--- src/rtl/demux_1x8_32bit_buf_pkg.sv ---
// Shared parameters and helpers for the word mux/demux family.
// The slice helper extracts channel k from a packed multi-channel data bus.
package demux_1x8_32bit_buf_pkg;

   localparam int WIDTH    = 32;
   localparam int SEL_BITS = 3;
   localparam int NUM_OUT  = 1 << SEL_BITS;

   function automatic logic [WIDTH-1:0] word_slice(
      input logic [NUM_OUT*WIDTH-1:0] bus,
      input logic [SEL_BITS-1:0]      k
   );
      word_slice = bus[int'(k)*WIDTH +: WIDTH];
   endfunction

endpackage

--- src/rtl/demux_1x8_32bit_buf_chan.sv ---
// One demux channel: a single-word holding register with its valid flag.
// A load in the same cycle as a drain replaces the word and keeps valid set.
module demux_chan_reg
   import demux_1x8_32bit_buf_pkg::*;
(
   input  logic             clk,
   input  logic             reset,
   input  logic             load,
   input  logic             drain,
   input  logic [WIDTH-1:0] data,
   output logic [WIDTH-1:0] data_out,
   output logic             valid_out
);

   logic [WIDTH-1:0] data_d;
   logic [WIDTH-1:0] data_q;
   logic             valid_d;
   logic             valid_q;

   // Next-state: load wins over drain; data is held after a drain.
   always_comb begin
      data_d  = data_q;
      valid_d = valid_q;
      if (load) begin
         data_d  = data;
         valid_d = 1'b1;
      end else if (drain) begin
         valid_d = 1'b0;
      end else begin
         valid_d = valid_q;
      end
   end

   // Holding register and valid flag.
   always_ff @(posedge clk or posedge reset) begin
      if (reset) begin
         data_q  <= {WIDTH{1'b0}};
         valid_q <= 1'b0;
      end else begin
         data_q  <= data_d;
         valid_q <= valid_d;
      end
   end

   assign data_out  = data_q;
   assign valid_out = valid_q;

endmodule

--- src/rtl/demux_1x8_32bit_buf.sv ---
// Buffered 1-to-8 word demultiplexer: routes one 32-bit stream to per-channel
// holding registers by select, with independent valid/ready per channel.
module demux_1x8_32bit_buf
   import demux_1x8_32bit_buf_pkg::*;
(
   input  logic                     clk,
   input  logic                     reset,
   input  logic [WIDTH-1:0]         in_data,
   input  logic [SEL_BITS-1:0]      in_sel,
   input  logic                     in_valid,
   output logic                     in_ready,
   output logic [NUM_OUT*WIDTH-1:0] out_data,
   output logic [NUM_OUT-1:0]       out_valid,
   input  logic [NUM_OUT-1:0]       out_ready,
   output logic [15:0]              xfer_count
);

   logic               acc_s;
   logic [NUM_OUT-1:0] load_s;
   logic [15:0]        xfer_count_d;
   logic [15:0]        xfer_count_q;

   // Ready mux, accept, one-hot load decode and transfer counter update.
   always_comb begin
      in_ready     = ~out_valid[in_sel] | out_ready[in_sel];
      acc_s        = in_valid & in_ready;
      load_s       = {NUM_OUT{1'b0}};
      xfer_count_d = xfer_count_q;
      if (acc_s) begin
         load_s[in_sel] = 1'b1;
         xfer_count_d   = xfer_count_q + 16'd1;
      end else begin
         xfer_count_d   = xfer_count_q;
      end
   end

   // Count of accepted words; wraps silently.
   always_ff @(posedge clk or posedge reset) begin
      if (reset) begin
         xfer_count_q <= 16'd0;
      end else begin
         xfer_count_q <= xfer_count_d;
      end
   end

   assign xfer_count = xfer_count_q;

   for (genvar k = 0; k < NUM_OUT; k++) begin : g_chan
      demux_chan_reg u_chan (
         .clk       (clk),
         .reset     (reset),
         .load      (load_s[k]),
         .drain     (out_ready[k]),
         .data      (in_data),
         .data_out  (out_data[k*WIDTH +: WIDTH]),
         .valid_out (out_valid[k])
      );
   end

endmodule

--- config.mk ---
export PLATFORM = sky130hd
export DESIGN_NAME = demux_1x8_32bit_buf
export DESIGN_NICKNAME = d
export VERILOG_FILES = /design/src/rtl/demux_1x8_32bit_buf_pkg.sv /design/src/rtl/demux_1x8_32bit_buf_chan.sv /design/src/rtl/demux_1x8_32bit_buf.sv
export SDC_FILE = /design/constraint.sdc
export NUM_CORES = 1
export LEC_CHECK = 0
export ABC_CLOCK_PERIOD_IN_PS = 11840
export BUFFER_PORTS_ARGS = -buffer_cell sky130_fd_sc_hd__buf_4
export CORE_UTILIZATION = 40
export DETAILED_ROUTE_END_ITERATION = 8
export PLACE_DENSITY_LB_ADDON = 0.3
export SYNTH_ARGS = -nofsm -noshare
export SYNTH_HDL_FRONTEND = slang
export SYNTH_SLANG_ARGS = --single-unit
--- constraint.sdc ---
create_clock -name clk -period 11.84 [get_ports clk]
set_input_delay 1.184 -clock clk [delete_from_list [all_inputs] [get_ports clk]]
set_output_delay 1.184 -clock clk [all_outputs]
set_load 0.02 [all_outputs]
* After elaboration in Yosys (flattened, before gate mapping) *
Cells that the tools add are included.

word-level totals
  word-level logic and storage cells = 55
  register bits after elaboration = 280
  bits of input ports = 46
  output and inout port bits = 281

operators by class
  add/sub/neg operators = 1
  bitwise operators = 3
  reduce and logical (&&, ||, !) cells = 9
  $lt $le $gt $ge = 2
  muxes and demuxes = 23

operator list
  cell                                                        number
  2-to-1 mux 1 bit                                            19
  adder 16 x 1 -> 16 bit, second input constant               1
  nonzero test 2 bit                                          8
  2-to-1 mux 8 bit                                            1
  binary-select mux 1 bit (select 3 bit)                      2
  less-than comparator 3 x 4 -> 1 bit, second input constant  1
  demux 1 bit (select 3 bit)                                  1
  >= comparator 3 x 1 -> 1 bit, second input constant         1
  bitwise AND 1 bit                                           1
  logical AND 1 bit                                           1
  NOT 1 bit                                                   1
  OR 1 bit                                                    1

* Logic depth before layout (Yosys ltp) *
  depth in word-level cells = 7
  mapped depth = 7
  depth with buffers taken out = 6

* Modules after synthesis *
A second synthesis with hierarchy kept.

unflattened totals
  cells, all modules = 665
  area total of the unflattened synthesis = 12001.5 sq um

by module, submodules not included
  module               seq. area each (sq um)  cells each  instances  area an instance (sq um)
  demux_chan_reg       825.8                   72          8          1381.3
  demux_1x8_32bit_buf  400.4                   89          1          950.9

* Worst setup path after synthesis *
OpenSTA, ideal clock, no wires.

  path type = in2out
  start point = input in_sel[1]
  end point = output in_ready
  path buffers = 1
  slack = 8.051 ns
  arrival time = 2.605 ns
  stages on the path = 4
  data required time = 10.656 ns
  path through = and2_0 -> a22o_4 -> o31ai_1 -> buf_2

on the way
  cells in the longest elaborated chain, start to end = 4
  elaborated cells between the ends (all ways) = 6
  those cells by class = mux (4); bitwise (2)

RTL lines
  element                                 RTL line                   RTL
  start, declared                         demux_1x8_32bit_buf.sv:9   input logic [SEL_BITS-1:0] in_sel,
  binary-select mux 1 bit (select 3 bit)  demux_1x8_32bit_buf.sv:25  in_ready = ~out_valid[in_sel] | out_ready[in_sel];
  2-to-1 mux 1 bit (not written as such)  demux_1x8_32bit_buf.sv:25
  NOT 1 bit                               demux_1x8_32bit_buf.sv:25
  OR 1 bit *                              demux_1x8_32bit_buf.sv:25
  end, declared                           demux_1x8_32bit_buf.sv:11  output logic in_ready,

Every way passes the cells marked *; elsewhere a longest branch is shown, timed or not. The select of a mux whose other input is x is not followed.

* Worst setup path after layout *
  start point = input in_sel[2]
  end point = output in_ready

The elaborated chain is that of the path after synthesis.

==> out/qor.csv <==
stage,metric,value,unit
global_routing,vias in the first global route,6959,
logic_synthesis,"area leader, netlist",dfrtp_1,
logic_synthesis,post-synth net total,713,
placement,global placer's final weighted congestion,0.746,
power_and_ir_drop,internal power,2.26,mW
clock_tree,CTS sink cnt,280,
logic_synthesis,register area share after synthesis,62.2,%
finish,fraction of layout cells with a size suffix above 1,64.1,%
finish,post-layout util,54.2,%
global_routing,gr ovfl total,0,
floorplanning,Row Count,61,
clock_tree,worst-skew pair later-pin latency,550,ps
setup_path,worst setup path class,primary input to output pin,
sta,fin crit share,32.8,%
setup_path,r2r setup slk,8790,ps
route,drt pass-1 iters,4,
hold_path,Hold Crit Class,flop to flop,
sta,Hold Slack,477,ps
setup_path,CP Capture Type,output pin,
finish,Layout Cells excl Fill,1395,
route,drt drc,0,
sta,worst rel slew slack,18.6,%
power_and_ir_drop,Pwr Total,3.29,mW
route,WL/cell,19.9,µm
floorplanning,IO Count,327,
placement,Placed Cells incl. Taps,1343,
run_status,status,completed,
floorplanning,starting density of the core,40.7,%
logic_synthesis,async set-reset flop share out of synthesis,100,%
power_and_ir_drop,VDD IR max,171,µV
sta,Tmin final,3880,ps
route,DR WL met2,13400,µm
hold_path,hold path start,xfer_count[15],
route,Initial DRC Count,327,
route,top routing layer used,met4,
sta,Final TNS setup,0,ps
sta,Worst Skew,11.0,ps
logic_synthesis,yosys warns,0,
clock_tree,H-tree depth,1,
logic_synthesis,most common flop cell mapped by yosys,dfrtp_1,
placement,pre-CTS setup slack,7740,ps
power_and_ir_drop,Sw Share,31.2,%
setup_path,largest fanout on the critical path,16,
global_routing,gr usage total,19.1,%
logic_synthesis,Post-Syn Instances,666,
logic_synthesis,Post-synth EDFFs,0,
global_routing,pin count of the biggest net entering global routing,153,
clock_tree,# resized after CTS,0,
route,Met1 Wirelength,11800,µm
logic_synthesis,Yosys cell types,35,
floorplanning,Core Region,0.0277,mm²
clock_tree,Max Buffers Root-to-Sink,3,
sta,# setup viols final,0,
finish,fill count,2333,
finish,finished layout cell area,0.0150,mm²
route,DRT antenna net count,0,
setup_path,worst r2r src,g_chan[0].u_chan.valid_out,
setup_path,Critical Path RT,10660,ps
logic_synthesis,top cell type's share of synthesized area,62.2,%
power_and_ir_drop,Psw,1.03,mW
route,WL met3,2070,µm
clock_tree,CTS tree,done,
power_and_ir_drop,pwr dens,219,mW/mm²
sta,fmax,0.258,GHz
power_and_ir_drop,leakage power total,7.40,nW
job,number of max-cap violations,0,
setup_path,Reg2Reg Depth,6,
sta,worst setup margin,7960,ps
finish,FF/Latch Area,0.00701,mm²
clock_tree,number of CTS-inserted buffers,29,
hold_path,Hold EP,xfer_count[15],
power_and_ir_drop,Clock power frac,28.2,%
clock_tree,setup bufs post-CTS,0,
clock_tree,clock-pin transition on the worst setup and hold timing paths,60,ps
logic_synthesis,mean post-synth cell area,16.9,µm²
hold_path,worst hold path cell count,1,
finish,area grow syn2layout,33.3,%
finish,number of diodes,0,
finish,footprint of the multi-input gates,0.00398,mm²
setup_path,reg2reg end,g_chan[7].u_chan.data_out[31],
sta,RSZ-0062 raised after global routing,false,
clock_tree,clk root buf,clkbuf_16,
global_routing,first-pass GRT wire length,42600,µm
placement,Buffers on Ports,326,
route,routed via count,6786,
logic_synthesis,#FFs+latches synth,280,
route,Total Wirelength,27700,µm
floorplanning,Die W,170,µm
route,Vias per Instance,4.86,
placement,post-detail-place hpwl,18600,µm
setup_path,element type at the critical path start,primary input,
floorplanning,Die ar.,0.0288,mm²
global_routing,initial antenna violation count,0,
logic_synthesis,Synth area leaders,"dfrtp_1 62%, mux2_2 16%, mux2_4 14%",
clock_tree,"Hold-fix buffers, CTS",0,
power_and_ir_drop,Sequential Power Share,40.2,%
sta,final hold violations,0,
floorplanning,die height,170,µm
logic_synthesis,synthesized area,0.0113,mm²
placement,Placement Cell Area,0.0140,mm²
sta,Least-Margin Pin Slew,1220,ps
power_and_ir_drop,logic gate share of total power,31.7,%
sta,Slew Limit Fails,0,
finish,"Net count, final",1043,
setup_path,WP data arrival,2700,ps
-- cells by family after synthesis --
kind of cell             share of synthesized area (%)
buffers and inverters                             2.67
adder cells (fa/ha/maj)                          0.111
XOR/XNOR                                          1.17
multiplexers                                      29.6
AND/OR/NAND/NOR                                   2.75
flip-flops                                        62.2
AO/OA/AOI/OAI                                     1.50
-- placed cells by master (no fill, tap or decap), types with 3 or more instances in the layout --
cell type and count:
buf_4 334, dfrtp_1 280, mux2_2 156, mux2_4 105, clkbuf_16 29, xnor2_1 15, clkbuf_8 11, nand3_1 9
nand4_1 9, inv_1 8, clkbuf_1 7, and3_1 6, nand2_1 5, o21ai_0 4, nand2b_1 3
-- worst max path at each step --
stage	startpoint	slack, ps	to	depth (start not counted)
after floorplan	reset	2930	g_chan[0].u_chan.data_out[0]	1
after global placement	in_sel[2]	7830	g_chan[7].u_chan.data_out[30]	7
after detailed placement	in_sel[2]	7740	g_chan[7].u_chan.data_out[31]	7
after CTS	in_sel[2]	7960	in_ready	6
after global routing	in_sel[2]	7870	in_ready	6
final	in_sel[2]	7960	in_ready	6
-- power by group through the flow --
stage          combinational [mW]  clock, mW  sequential, mW
5_1_grt                      1.09      0.990            1.35
6_report                     1.04      0.925            1.32
4_1_cts                      1.05      0.953            1.32
2_1_floorplan               0.297          0            1.60
3_3_place_gp                 1.04          0            1.33
3_5_place_dp                 1.05          0            1.33
-- critical path, stage by stage --
cell and delay [ps]:
buf_4 170, or3b_2 470, a21boi_1 390, o31ai_2 100
buf_4 210, buf_4 170
-- flip-flops by register name (all words and copies together), names as in the netlist --
register                 cells
g_chan.u_chan.data_out     256
g_chan.u_chan.valid_out      8
xfer_count                  16
-- cell usage after synthesis (all sizes together), types with 2 or more instances --
cell type	n
nand3	9
buf	29
a21boi	2
dfrtp	280
and2	2
o21ai	4
nor2	4
and3	6
o22ai	2
and4	2
nand2	5
inv	9
o31ai	2
o2111ai	2
nand3b	2
nand2b	3
mux2	261
clkbuf	7
xnor2	15
nor2b	2
nand4	11
-- metal layers --
layer / global-route usage [%] / vias up
li1: - / 3029
met1: 25.6 / 3507
met2: 31.0 / 211
met3: 5.22 / 39
met4: 4.19 / 0
met5: 0 / -
-- layout make-up --
type	instances	area share (%)
inverters	9	0.275
multi-input cells	341	26.5
clock buffers	47	6.02
flip-flops and latches	280	46.7
clock inverters	5	0.550
repair buffers	335	16.8
well taps	378	3.15
Power figures use the tool's default switching activity.
